$ cat config.mk
export PLATFORM = sky130hd
export DESIGN_NAME = debounce_sync
export DESIGN_NICKNAME = d
export VERILOG_FILES = /design/src/rtl/debounce_sync.sv
export SDC_FILE = /design/constraint.sdc
export NUM_CORES = 1
export LEC_CHECK = 0
export ABC_AREA = 1
export BUFFER_PORTS_ARGS = -buffer_cell sky130_fd_sc_hd__clkbuf_2
export CORE_AREA = 2 2 39 41
export CTS_CLUSTER_DIAMETER = 60
export CTS_CLUSTER_SIZE = 24
export DETAILED_ROUTE_END_ITERATION = 16
export DIE_AREA = 0 0 41 43
export PLACE_DENSITY = 0.61
export SKIP_CTS_REPAIR_TIMING = 1
export SYNTH_ARGS = -nofsm -noshare
export SYNTH_HDL_FRONTEND = slang
export SYNTH_SLANG_ARGS = --single-unit
$ cat constraint.sdc
create_clock -name clk -period 2.2 [get_ports clk]
set_clock_uncertainty 0.05 [all_clocks]
set_input_delay 0.33 -clock clk [delete_from_list [all_inputs] [get_ports clk]]
set_output_delay 0.33 -clock clk [all_outputs]
set_load 0.02 [all_outputs]
$ cat src/rtl/debounce_sync.sv
// ---------------------------------------------------------------------------
// debounce_sync
//   Conditions a raw asynchronous level (switch, button, external pin) for use
//   as the d input of downstream flops. The level passes through a 2-flop
//   synchroniser. A counter-based FSM then only accepts a new level after it
//   has been seen for STABLE_CYCLES consecutive enabled samples.
//
// Parameters
//   STABLE_CYCLES : consecutive synchronised samples needed to change q
//                   (1 .. 2**CNT_W-1)
//   CNT_W         : stability counter width
//   RESET_LEVEL   : value of q and both synchroniser flops while in reset
//
// Ports
//   clk   in  : clock, all state updates on posedge
//   rst   in  : asynchronous active-low reset
//   en    in  : debounce enable; 0 freezes FSM, counter and q
//   d_in  in  : raw asynchronous input level
//   q     out : debounced level (registered)
//   rise  out : one-cycle pulse when q goes 0->1 (registered)
//   fall  out : one-cycle pulse when q goes 1->0 (registered)
//   busy  out : high while a level change is being qualified (registered)
// ---------------------------------------------------------------------------
module debounce_sync #(
    parameter int unsigned STABLE_CYCLES = 4,
    parameter int unsigned CNT_W         = 3,
    parameter bit          RESET_LEVEL   = 1'b0
) (
    input  logic clk,
    input  logic rst,
    input  logic en,
    input  logic d_in,
    output logic q,
    output logic rise,
    output logic fall,
    output logic busy
);

    typedef enum logic [1:0] {
        ST_LOW      = 2'd0,
        ST_CHK_HIGH = 2'd1,
        ST_HIGH     = 2'd2,
        ST_CHK_LOW  = 2'd3
    } state_e;

    // Count value at which the next matching sample completes qualification.
    localparam logic [CNT_W-1:0] CNT_LAST = CNT_W'(STABLE_CYCLES - 1);
    localparam logic [CNT_W-1:0] CNT_ONE  = CNT_W'(1);
    // With a one-sample window a new level is accepted without a CHK state.
    localparam bit               SINGLE   = (STABLE_CYCLES == 1);

    logic             s1_q;
    logic             s2_q;
    state_e           state_q;
    logic [CNT_W-1:0] cnt_q;

    // Two-flop synchroniser; runs regardless of en.
    always_ff @(posedge clk or negedge rst) begin
        if (!rst) begin
            s1_q <= RESET_LEVEL;
            s2_q <= RESET_LEVEL;
        end else begin
            s1_q <= d_in;
            s2_q <= s1_q;
        end
    end

    // Debounce FSM with registered q/rise/fall/busy.
    always_ff @(posedge clk or negedge rst) begin
        if (!rst) begin
            state_q <= RESET_LEVEL ? ST_HIGH : ST_LOW;
            cnt_q   <= '0;
            q       <= RESET_LEVEL;
            rise    <= 1'b0;
            fall    <= 1'b0;
            busy    <= 1'b0;
        end else begin
            // Pulses last one cycle; also forced low while frozen.
            rise <= 1'b0;
            fall <= 1'b0;
            if (en) begin
                case (state_q)
                    ST_LOW: begin
                        if (s2_q) begin
                            if (SINGLE) begin
                                state_q <= ST_HIGH;
                                q       <= 1'b1;
                                rise    <= 1'b1;
                                busy    <= 1'b0;
                            end else begin
                                state_q <= ST_CHK_HIGH;
                                cnt_q   <= CNT_ONE;
                                busy    <= 1'b1;
                            end
                        end
                    end
                    ST_CHK_HIGH: begin
                        if (!s2_q) begin
                            // Glitch rejected: back to LOW, no pulse.
                            state_q <= ST_LOW;
                            cnt_q   <= '0;
                            busy    <= 1'b0;
                        end else if (cnt_q == CNT_LAST) begin
                            state_q <= ST_HIGH;
                            cnt_q   <= '0;
                            q       <= 1'b1;
                            rise    <= 1'b1;
                            busy    <= 1'b0;
                        end else begin
                            cnt_q <= cnt_q + CNT_ONE;
                        end
                    end
                    ST_HIGH: begin
                        if (!s2_q) begin
                            if (SINGLE) begin
                                state_q <= ST_LOW;
                                q       <= 1'b0;
                                fall    <= 1'b1;
                                busy    <= 1'b0;
                            end else begin
                                state_q <= ST_CHK_LOW;
                                cnt_q   <= CNT_ONE;
                                busy    <= 1'b1;
                            end
                        end
                    end
                    ST_CHK_LOW: begin
                        if (s2_q) begin
                            state_q <= ST_HIGH;
                            cnt_q   <= '0;
                            busy    <= 1'b0;
                        end else if (cnt_q == CNT_LAST) begin
                            state_q <= ST_LOW;
                            cnt_q   <= '0;
                            q       <= 1'b0;
                            fall    <= 1'b1;
                            busy    <= 1'b0;
                        end else begin
                            cnt_q <= cnt_q + CNT_ONE;
                        end
                    end
                    default: begin
                        state_q <= ST_LOW;
                        cnt_q   <= '0;
                        q       <= 1'b0;
                        busy    <= 1'b0;
                    end
                endcase
            end
        end
    end

endmodule

Word-level counts from Yosys, hierarchy flattened
Cells that the tools add are included.
{ "op_classes": {"reduce_logical": 5, "muxes": 31, "addsub": 1, "n_eq_ne": 12} }
{ "ops": {"columns": ["cell", "count"], "rows": [
  ["two-way mux 1 bit", 16],
  ["two-way mux 3 bit", 5],
  ["two-way mux 2 bit", 6],
  ["!= test 2 bit, second input constant", 6],
  ["case mux 3 bit (4 select lines)", 1],
  ["case mux 2 bit (4 select lines)", 1],
  ["!= test 3 bit, second input constant", 2],
  ["AND reduction 6 bit", 1],
  ["AND reduction 5 bit", 1],
  ["equality test 2 bit, second input constant", 2],
  ["case mux 1 bit (4 select lines)", 1],
  ["adder 3 x 1 -> 3 bit, second input constant", 1],
  ["equality test 3 x 2 -> 1 bit, second input constant", 1],
  ["AND reduction 3 bit", 1],
  ["equality test 2 x 1 -> 1 bit, second input constant", 1],
  ["logical NOT 2 bit", 1],
  ["case mux 1 bit (2 select lines)", 1],
  ["nonzero test 2 bit", 1]
]} }
{ "totals": {"wordCells": 57, "register_bits": 11, "output_inout_bits": 4} }

Logic depth before layout (Yosys ltp)
Gate-level depths: netlist of the first run.
{ "depth": {"word_depth": 5, "depth_mapped": 7} }

Worst setup path before layout of the first run
No wires, ideal clock.
{ "synth_path": {"path_type": "register to register", "startpoint": "register cnt_q[0]", "endpoint": "register with a tool-made name", "period_less_slack_ns": 1.063, "required_time_ns": 2.085, "stages_incl_launch_ff": 7, "setup_slack_ns": 1.137, "arrival_ns": 0.948, "cell_sequence": "dfrtp_1 > ha_1 > nand2_1 > nand3_1 > nand2_1 > nand2_1 > nand2_1"} }
{ "synth_rtl": {"columns": ["item", "line_no", "text"], "rows": [
  ["start, declared", "55", "logic [CNT_W-1:0] cnt_q;"],
  ["start signal, assigned", "110", "cnt_q <= cnt_q + CNT_ONE;"],
  ["start signal, assigned", "139", "cnt_q <= cnt_q + CNT_ONE;"]
]} }

==> impl.org, run 1 <==
** Routing
- The first detailed-routing pass took 4 iterations.
- Post-detailed-route count of antenna-violating nets :: 0
- Vias per Instance :: about 4.5
- After detailed routing, the total wire length is 882 microns.
- Iteration-0 DRC Markers :: 9
- Count of vias placed by the detailed router :: 393
- Wire length per cell after detailed routing :: ~10 microns
- After detailed routing, the number of remaining DRC violations is 0.

** GRT
- First-pass GRT wire length :: 1560 microns
- The initial antenna violation count came to 0.
- Global routing finished with a remaining overflow of 0.
- Number of global-route vias before repair :: between 300 and 400
- Entering global routing, the biggest net connects 12 pins.
- In the global route stage, overall resource usage came out at 13.8%.

** Synth
- Counting every instance in the synthesized netlist gives 60.
- The mapped netlist covers slightly above 500 sq um.
- Yosys printed 0 warnings.
- Synthesis produced a netlist with a net count of 65.
- Dividing the synthesized area by the synthesized cell count gives 8.38 sq um.
- In this run, synthesis produced a sequential element count of 11.
- Sequential elements use 54.7% of the synthesized area.
- Synthesis instantiated 13 different standard cells from the library.

** Timing
- Max Slew Vio Count :: 0
- Of the available clock period, the critical path in the final layout requires 54.9%.
- In the final timing run, aggregate negative setup slack is 0 ps.
- Max_slew headroom :: 81.7%
- Number of failing setup endpoints in the final timing report :: 0
- For the pin with the worst max-slew slack, the measured transition is 274 ps.
- Setup repair after global routing left no endpoint under its margin.
- Highest clock rate :: 828 MHz
- Final critical path time including I/O delays and setup :: ~1200 ps
- Final Hold Viols :: 0

** Power and ir drop
- Summed over all cells, the static leakage comes to 0.000340 uW.
- Dividing total power by cell area gives a power density of roughly 1100 mW/mm^2.
- VDD sags by at most about 0.66 mV.

** Worst setup path
- In this design, the stage delay of the slowest critical-path cell is about 430 ps.
- Critical Path AT :: about 1400 ps
- The slowest stage of the critical path belongs to the cell sky130_fd_sc_hd__dfrtp_1.
- The worst setup path is of the reg2reg kind.
- Capturing element type of the critical path :: flip-flop
- Cell seen most often among critical-path stages :: sky130_fd_sc_hd__nand2_1
- Largest driver fanout on the critical path :: 5
- Together, buffers and inverters on the worst path number 1.
- Crit. path cell count :: 7
- STA classifies the critical path startpoint as a flip-flop.
- The cell family contributing the most delay on the critical path is simple AND/OR/NAND/NOR gates.
- Walking the worst path, the cells encountered are inv_1 -> nand2_1 -> nand2_2 -> nand3_1 -> nand2_1 -> nand2_1 -> nand2_1.
- Reg2reg path depth :: 7
- Worst endpoint required time :: roughly 2400 ps

** Cells and area
- Post-layout nets :: 78
- Relative to the synthesized area, the layout overhead comes to 18.2%.
- Layout Cells excl Fill :: 88
- Summed area of non-filler cells in the final layout :: 594 sq um
- Antenna cell count :: 0
- The filler cells instantiated in the layout total between 100 and 150.
- Share of post-route cells with drive strength above 1 :: 20.8%

** Floorplan
- Measured along the y axis, the die boundary spans 43 microns.
- CORE AREA :: between 0.001 and 0.0015 sq mm
- Row generation in the floorplan step produced 14 rows.
- Total Die Area :: ~0.0018 sq mm
- The die is 41 microns wide.
- IO Pins :: 8
- The initial utilization of the core area, before any placement, comes to 36.3%.

** CTS
- Clock tree root buffer cell :: sky130_fd_sc_hd__clkbuf_4
- Clock Latency Late Sink :: 260 ps
- Clock tree synthesis inserted a total of 3 buffers.
- TritonCTS built the clock tree.
- In this run the number of H-tree levels came out at 1.
- Clk slew on worst S/H paths :: about 70 ps
- Maximum clock insertion buffer count :: 2
- CTS saw 11 sinks.

** Status
- The run finished with clean final reports.

** Place
- Half-perimeter wire length after placement :: 608 microns
- Routability-driven placement finished with a final weighted congestion of between 0.8 and 0.9.
- Number of placed instances, taps included :: 83
- The count of buffers added on input and output ports is 7.
- Standard cell area after detailed placement :: 558 sq um

** Job
- Max-cap violations in this run came to 0.

** Min path
- Along the worst hold path, the cell count comes to 1.
- The worst hold path belongs to the class in2reg.
==> cells in the mapped netlist <==
| cell | number | area, sq um |
|---|---|---|
| sky130_fd_sc_hd__a21oi_1 | 1 | 5.00 |
| sky130_fd_sc_hd__dfrtp_1 | 11 | 275 |
| sky130_fd_sc_hd__ha_1 | 1 | 12.5 |
| sky130_fd_sc_hd__inv_1 | 12 | 45.0 |
| sky130_fd_sc_hd__inv_2 | 1 | 3.75 |
| sky130_fd_sc_hd__nand2_1 | 19 | 71.3 |
| sky130_fd_sc_hd__nand2_2 | 1 | 6.26 |
| sky130_fd_sc_hd__nand3_1 | 5 | 25.0 |
| sky130_fd_sc_hd__nand3_2 | 3 | 30.0 |
| sky130_fd_sc_hd__nand4_1 | 1 | 6.26 |
| sky130_fd_sc_hd__nor2_1 | 2 | 7.51 |
| sky130_fd_sc_hd__nor3_1 | 1 | 5.00 |
| sky130_fd_sc_hd__o21ai_0 | 2 | 10.0 |
==> layer usage <==
metal / global-route usage (%) / share of wire, %
met4: 8.00 / 1.4
met3: 6.28 / 4.5
met2: 20.6 / 45
met1: 15.2 / 49
met5: 0 / 0
==> sequential cells by signal, summed over array words and instances (netlist names), named ones only <==
signal   count
busy         1
cnt_q        3
fall         1
q            1
rise         1
s1_q         1
s2_q         1
state_q      1
==> stage by stage <==
stage	setup slack, ps	util, %	hold slack, ps	power, uW
6_report	992	42.9	116	682
5_1_grt	863	42.9	107	752
4_1_cts	999	42.2	-123	689
3_5_place_dp	1030	40.3	170	544
3_3_place_gp	1040	40.3	169	541
2_1_floorplan	1140	-	-15.6	484
==> report_power, final <==
part / leakage [uW] / switching, uW / internal [uW]
Combinational: 0.000186 / 159 / 84.4
Sequential: 0.000140 / 46.8 / 255
Clock: 0.0000150 / 66.5 / 70.1
Total: 0.000340 / 273 / 409
==> worst reg2reg max path: stages (launching register included) <==
cell and delay (ps):
sky130_fd_sc_hd__dfrtp_1 430, sky130_fd_sc_hd__inv_1 100, sky130_fd_sc_hd__nand2_1 80, sky130_fd_sc_hd__nand2_2 110, sky130_fd_sc_hd__nand3_1 120, sky130_fd_sc_hd__nand2_1 130
sky130_fd_sc_hd__nand2_1 60, sky130_fd_sc_hd__nand2_1 60
==> final timing paths <==
check,from,end,slack [ps]
max,s2_q$_DFF_PN0_,flip-flop,990
min,d_in,s1_q$_DFF_PN0_,120
max reg2reg,s2_q$_DFF_PN0_,flip-flop,990
min reg2reg,s1_q$_DFF_PN0_,s2_q$_DFF_PN0_,310
max in group asynchronous,rst,cnt_q[0]$_DFFE_PN0P_,1470
min in group asynchronous,rst,fall$_DFF_PN0_,420
==> layout by cell type, fill, tap and decap left out, drive strengths merged, types with 2 or more instances in the layout <==
master,count
nand3,8
clkbuf,11
dfrtp,11
nor2,2
nand2,20
o21ai,2
inv,13
==> cell type report <==
type,instances,area [sq um],area share [%]
flip-flops and latches,11,275,46.3
multi-input cells,36,179,30.1
repair buffers,8,45.0,7.58
inverters,13,48.8,8.21
well taps,16,20.0,3.37
clock buffers,4,26.3,4.42
==> logic make-up (layout without fill, tap and decap cells) <==
family | after synthesis | in the layout | synth area share, %
AND/OR/NAND/NOR | 32 | 32 | 30.1
AO/OA/AOI/OAI | 3 | 3 | 2.98
adder cells (fa/ha/maj) | 1 | 1 | 2.49
buffers and inverters | 13 | 25 | 9.70
flip-flops | 11 | 11 | 54.7
Power figures use the tool's default switching activity.
==> run 2, diff against run 1 <==
==> constraint.sdc (replaced) <==
create_clock -name clk -period 1.12 [get_ports clk]
set_clock_uncertainty 0.05 [all_clocks]
set_input_delay 0.168 -clock clk [delete_from_list [all_inputs] [get_ports clk]]
set_output_delay 0.168 -clock clk [all_outputs]
set_load 0.02 [all_outputs]
==> impl.org, run 2 (synthesis results as in run 1) <==
** CTS
- Clock Latency Late Sink :: 280 ps
- CTS tree :: yes
- In this run the number of H-tree levels came out at 1.
- Clock tree synthesis selected as its root buffer the cell sky130_fd_sc_hd__clkbuf_4.
- Clock Sink Count :: 11
- Total clock buffers created by CTS :: 3
- Clk slew on worst S/H paths :: 70 ps
- Maximum clock insertion buffer count :: 2

** Timing
- Unrepaired setup endpoints after global routing :: yes
- The number of hold violations in the final report came to 0.
- In the post-route analysis, the smallest setup slack over all paths is around 18 ps.
- On the final layout, the worst hold slack is around 180 ps.
- Final setup TNS :: 0 ps
- For the pin with the worst max-slew slack, the measured transition is 282 ps.
- Number of failing setup endpoints in the final timing report :: 0
- Based on the critical path, the design can be clocked at up to 907 MHz.
- Max_slew headroom :: around 81%
- Portion of the clock cycle consumed by the worst path in the final layout :: a little over nine tenths
- The max-slew violation count came to 0.
- The worst path needs 1100 ps of the cycle, external delays included.

** Routing
- In this run the remaining antenna-violating nets after routing total 0.
- The detailed router finished its first iteration with 4 violations.
- In the final routed layout, each cell accounts on average for roughly 11 microns.
- For this run, design rule violations remaining after detail routing come to 0.
- Number of iterations in the first detailed-routing pass :: 4
- Count of vias placed by the detailed router :: 430
- Vias per Instance :: 4.57
- Summed over all layers, the routed wires come to 1040 microns.

** Cells and area
- The register with the most flip-flops in the layout has 3 of them.
- Fill cell instance count of the final layout :: 130
- Ranked by flip-flop count, first place goes to cnt_q.
- Leaving out fill and tap cells, the most frequent cell in the layout is sky130_fd_sc_hd__nand2_1.
- Commonest cells after routing, fill and taps aside :: sky130_fd_sc_hd__nand2_1, sky130_fd_sc_hd__inv_1, sky130_fd_sc_hd__dfrtp_1
- From synthesis to final layout, the design area changed by 41.5%.
- With fillers left out, the area of the finished cells amounts to approximately 700 sq um.
- The number of antenna diodes in the final layout is 0.
- Share of post-route cells with drive strength above 1 :: 42.3%
- The final layout contains 84 nets.

** Place
- Final weighted congestion in routability-driven placement :: 0.863
- After detailed placement, the total cell area comes to about 600 sq um.
- Prior to clock tree synthesis, the placed netlist has a worst setup slack of -29.1 ps.
- The HPWL after detailed placement is slightly below 700 microns.
- The count of buffers added on input and output ports is 7.

** Worst setup path
- The setup path with the least slack is of type reg2reg.
- The worst setup path is captured at a flip-flop.
- Buffers and inverters on the worst path :: 0
- Startpoint Class :: flip-flop
- Largest driver fanout on the critical path :: 3
- Data arrives at the worst endpoint at 1270 ps.
- Delay of the slowest cell on the worst path :: 410 ps
- Cell type group with the largest total delay on the critical path :: flip-flops
- Cell seen most often among critical-path stages :: sky130_fd_sc_hd__nand2_1
- STA puts the critical path data required time at ~1300 ps.
- Slowest-stage cell, CP :: sky130_fd_sc_hd__dfrtp_1
- Sequence of cells on the critical path :: ha_4 -> nand2_4 -> nand3_4 -> nor2_2 -> nand2_1 -> nand2_1

** Power and ir drop
- Worst ir drop on vdd :: 1.21 mV
- Internal power comes to 959 uW.
- Combinational logic burns 45.9% of the power.
- Total power :: 1640 uW
- Sequential cell fraction of total power :: a little over a third
- Switching power :: 680 uW
- Clock share of power :: roughly 18%
- Pleak :: 0.000372 uW
- Power spread over the standard cell area amounts to 2300 mW/mm^2.
- Net switching is 41.5% of the power.

** Floorplan
- The die is 43 microns tall.
- The core region is roughly 0.0014 sq mm.
- Total Die Area :: 0.00176 sq mm
- IO Pins :: 8
- Initial cell density of the core :: 36.3%
- In this run the core area contains 14 standard-cell rows.
- The die is 41 microns wide.

** GRT
- The number of global-route vias before repair came to 404.
- First-pass GRT wire length :: roughly 1700 microns
- Total routing resource utilization after global routing :: 14.9%
- The initial antenna violation count came to 0.
- Remaining Overflow, GRT :: 0
- Entering global routing, the biggest net connects 12 pins.

** Status
- The run finished with clean final reports.

** Min path
- Min-delay worst type :: in2reg

** Job
- Reported max-cap violation count :: 0
-- run 2: cell count changes in the layout (fill, tap and decap cells not counted), sizes merged --
cell,change
dlygate4sd3,+1
buf,+5
-- run 2: final timing paths --
check / cells after the start / start / endpoint / slack (ps)
max in group asynchronous: 2 / rst / state_q[0]$_DFFE_PN0P_ / 540
worst max-delay path: 6 / cnt_q[1]$_DFFE_PN0P_ / cnt_q[1]$_DFFE_PN0P_ / 20
worst min-delay path: 3 / en / fall$_DFF_PN0_ / 180
min in group asynchronous: 2 / rst / fall$_DFF_PN0_ / 240
worst max register to register: 6 / cnt_q[1]$_DFFE_PN0P_ / cnt_q[1]$_DFFE_PN0P_ / 20
worst min register to register: 0 / s1_q$_DFF_PN0_ / s2_q$_DFF_PN0_ / 310
-- run 2: power groups by stage --
stage / combinational [uW] / clock (uW) / sequential [uW]
after CTS: 578 / 290 / 571
after global routing: 851 / 315 / 608
after detailed placement: 574 / 0 / 577
after floorplan: 329 / 0 / 622
after global placement: 569 / 0 / 577
final: 753 / 286 / 600
-- run 2: worst min-delay path, cell delays in order --
cell and delay, ps:
sky130_fd_sc_hd__clkbuf_2 140, sky130_fd_sc_hd__nand3_2 120, sky130_fd_sc_hd__nor3_1 50
-- run 2: cell type report --
cell class	instances	area [sq um]	area share [%]
flip-flops and latches	11	277	38.8
clock buffers	4	26.3	3.69
inverters	13	51.3	7.21
well taps	16	20.0	2.81
repair buffers	14	92.6	13.0
multi-input cells	36	245	34.4
-- run 2: metrics by stage --
step | instances | util [%]
after floorplan | 60 | -
after global placement | 87 | 42.5
after detailed placement | 87 | 42.5
after CTS | 91 | 44.4
after global routing | 94 | 51.4
final | 94 | 51.4
-- run 2: routing by layer --
layer | track usage [%] | wire length [microns] | vias to the layer above
li1 | - | - | 219
met3 | 6.28 | 49 | 4
met1 | 19.7 | 466 | 195
met4 | 14.0 | 25 | 0
met2 | 17.2 | 495 | 12
met5 | 0 | 0 | -
==> run 3, diff against run 2 <==
--- a/config.mk
+++ b/config.mk
@@ -5,14 +5,13 @@
 export SDC_FILE = /design/constraint.sdc
 export NUM_CORES = 1
 export LEC_CHECK = 0
-export ABC_AREA = 1
 export BUFFER_PORTS_ARGS = -buffer_cell sky130_fd_sc_hd__clkbuf_2
 export CORE_AREA = 2 2 39 41
 export CTS_CLUSTER_DIAMETER = 60
 export CTS_CLUSTER_SIZE = 24
 export DETAILED_ROUTE_END_ITERATION = 16
 export DIE_AREA = 0 0 41 43
-export PLACE_DENSITY = 0.61
+export PLACE_DENSITY = 0.59
 export SKIP_CTS_REPAIR_TIMING = 1
 export SYNTH_ARGS = -nofsm -noshare
 export SYNTH_HDL_FRONTEND = slang
==> impl.org, run 3 <==
** Status
- The flow ran to the end, but the final reports show violations.
- Violated checks :: setup timing

** Timing
- Number of failing setup endpoints in the final timing report :: 8
- Unrepaired setup endpoints after global routing :: yes
- Setup slack on the critical path of the routed design comes to -129 ps.
- Final Hold Viols :: 0
- Final-layout worst hold slack :: about 250 ps
- Max Slew Vio Count :: 0
- The worst path uses 112% of the clock period.
- Highest clock rate :: 801 MHz
- Max_slew headroom :: 81.6%
- At the pin with the least slew margin, the transition time is 276 ps.
- Final critical path time including I/O delays and setup :: 1250 ps
- Final setup TNS :: -592 ps

** Synth
- For this run, the number of Yosys warnings is 0.
- Synth Instances :: 37
- Count leader, synth :: sky130_fd_sc_hd__dfrtp_1
- The synthesized design devotes to its leading area cell type 57.6% of total area.
- Yosys mapped the design onto 20 distinct sky130hd cell types.
- Proportion of synthesized chip area in sequential cells :: 57.6%
- The number of nets handed over by synthesis was 42.
- Sorting the synthesized cells by area gives the leading types as sky130_fd_sc_hd__dfrtp_1, sky130_fd_sc_hd__mux2_2, sky130_fd_sc_hd__nand4b_4.
- Per-instance average area after synthesis :: 12.9 sq um
- The biggest area contributor in the post-synthesis netlist is sky130_fd_sc_hd__dfrtp_1.
- Sorting the synthesized cells by how often they occur yields sky130_fd_sc_hd__dfrtp_1, sky130_fd_sc_hd__a21oi_1, sky130_fd_sc_hd__mux2_2.
- Post-synth EDFFs :: 0
- Summed instance area of the synthesized netlist :: 478 sq um
- Number of register bits inferred by synthesis :: 11
- Ys async rst share :: 100%
- Leading register cell type out of synthesis :: sky130_fd_sc_hd__dfrtp_1

** Power and ir drop
- Power per standard cell area :: 2130 mW/mm^2
- Pleak :: 0.000332 uW
- Total power :: roughly 1500 uW
- Across the VDD grid, the largest voltage drop is 0.968 mV.

** Floorplan
- Total Die Area :: approximately 0.0018 sq mm
- IO Pins :: 8
- The floorplan step defined a core boundary enclosing roughly 0.0014 sq mm.
- Initial cell density of the core :: 34.5%
- The floorplan has 14 rows.
- Die Span Y :: 43 microns
- The floorplan step set the die width to 41 microns.

** Cells and area
- Largest register FFs :: 3
- Of the cells placed in the final design, the portion with a size suffix greater than 1 is between 50% and 60%.
- Fill cell instance count of the final layout :: 124
- For this run, the share of the core covered by cells in the final layout is 50.1%.
- For this run, the post-layout net count is 65.
- The repair_antennas step left the layout with diodes totalling 0.
- Largest register by flop count :: cnt_q
- Most common library cell in the layout ignoring fill and taps :: sky130_fd_sc_hd__dfrtp_1
- Area added between synthesis and finish :: 45.0%
- With fillers left out, the area of the finished cells amounts to 693 sq um.
- Commonest cells after routing, fill and taps aside :: sky130_fd_sc_hd__dfrtp_1, sky130_fd_sc_hd__buf_4, sky130_fd_sc_hd__clkbuf_2

** CTS
- Clock Latency Late Sink :: 270 ps
- Clock tree root buffer cell :: sky130_fd_sc_hd__clkbuf_4
- No sink is reached through more buffers than the 2 on the longest clock path.
- Buffers inserted during clock tree synthesis total 3.
- H-tree depth :: 1
- Clock Sink Count :: 11
- CTS tree :: yes
- Clk slew on worst S/H paths :: 70 ps

** GRT
- First-pass GRT wire length :: 1350 microns
- Total routing resource utilization after global routing :: around an eighth
- The number of global-route vias before repair was 313.
- Remaining Overflow, GRT :: 0
- Initial antenna violation count :: 0
- Entering global routing, the biggest net connects 12 pins.

** Worst setup path
- Startpoint Class :: flip-flop
- Worst endpoint required time :: 1270 ps
- Largest driver fanout on the critical path :: 4
- The signal on the critical path passes through ha_4 -> nor2b_4 -> mux2_2 -> a21oi_2.
- Critical Path AT :: 1400 ps
- Reg2reg path depth :: 4
- Across all register-to-register paths, the minimum setup slack is -130 ps.
- Delay of the slowest cell on the worst path :: 430 ps
- Slowest-stage cell, CP :: sky130_fd_sc_hd__dfrtp_1
- In this run the critical register-to-register path is captured at cnt_q[0]$_DFFE_PN0P_.
- Capturing element type of the critical path :: flip-flop
- The worst register-to-register path begins at cnt_q[0]$_DFFE_PN0P_.
- Type of the setup path with the least slack :: reg2reg

** Min path
- The min-delay analysis places its worst path in the category in2async.

** Routing
- Number of iterations in the first detailed-routing pass :: 4
- After detailed routing, the number of remaining DRC violations is 0.
- Wire length per cell after detailed routing :: 12.2 microns
- Summing over every cut layer, the via total after detailed routing is around 350.
- The first routing iteration left 4 violations.
- Drt total wl :: about 910 microns
- The count of nets left with antenna violations once routing finished came out at 0.
- Vias per Instance :: 4.72

** Place
- Summed over all nets, the half-perimeter wirelength after detailed placement is roughly 630 microns.
- Port-buffer cells :: 7
- The placed instances occupy a cell area of 602 sq um.
- The congestion estimate from routability-driven global placement came to 0.739.

** Job
- Reported max-cap violation count :: 0
## run 3: changes by cell type after synthesis, sizes merged, moves of 2 or more
cell,previous run,this run
inv,13,1
nand3,8,1
nor2,2,0
nand2,20,1
mux2,0,3
a21oi,1,4
nor3b,0,2
## run 3: metrics by stage
stage,setup WS (ps),std cells
CTS,-144,70
global route,-172,75
floorplan,-59.5,37
global placement,-94.9,66
detailed placement,-130,66
finish,-129,75
## run 3: layer usage
layer	wire length (microns)	vias up	GRT usage, %
met5	0	-	0
met4	27	0	10.0
met3	31	4	3.14
met2	431	7	14.4
met1	423	165	17.2
li1	-	178	-
## run 3: how the worst max path moves through the flow
| stage | startpoint | endpoint | slack (ps) | depth (start not counted) |
|---|---|---|---|---|
| finish | cnt_q[0]$_DFFE_PN0P_ | cnt_q[0]$_DFFE_PN0P_ | -130 | 4 |
| detailed placement | cnt_q[0]$_DFFE_PN0P_ | cnt_q[0]$_DFFE_PN0P_ | -130 | 4 |
| CTS | cnt_q[0]$_DFFE_PN0P_ | cnt_q[0]$_DFFE_PN0P_ | -140 | 4 |
| global route | cnt_q[0]$_DFFE_PN0P_ | state_q[0]$_DFFE_PN0P_ | -170 | 4 |
| floorplan | cnt_q[0]$_DFFE_PN0P_ | cnt_q[0]$_DFFE_PN0P_ | -60 | 4 |
| global placement | cnt_q[0]$_DFFE_PN0P_ | cnt_q[0]$_DFFE_PN0P_ | -90 | 4 |
## run 3: layout make-up
class | count | area (sq um) | share of cell area (%)
Clock inverter | 1 | 5.00 | 0.722
Sequential cell | 11 | 275 | 39.7
Inverter | 1 | 3.75 | 0.542
Timing Repair Buffer | 18 | 126 | 18.2
Tap cell | 16 | 20.0 | 2.89
Clock buffer | 3 | 22.5 | 3.25
Multi-Input combinational cell | 25 | 240 | 34.7
## run 3: power by group
part	switching [uW]	internal [uW]	leakage, uW
registers	109	485	0.000133
clock network	142	132	0.0000177
logic	262	348	0.000181
## run 3: cells by family (layout without fill, tap and decap cells)
kind of cell	Yosys count	count (layout)	synth area share [%]
buffers and inverters	1	23	0.785
muxes	3	3	7.07
DFF	11	11	57.6
AOI/OAI and AO/OA	10	10	12.3
and+or+nand+nor	9	9	16.0
xor gates and xnor gates	2	2	3.67
adders and majority gates	1	1	2.62
## run 3: critical path, delay by kind of cell (launching register included)
| family | cells | cell delay, ps |
|---|---|---|
| compound gates | 1 | 110 |
| fa+ha+maj | 1 | 190 |
| flops | 1 | 430 |
| mux | 1 | 270 |
| simple gates | 1 | 130 |
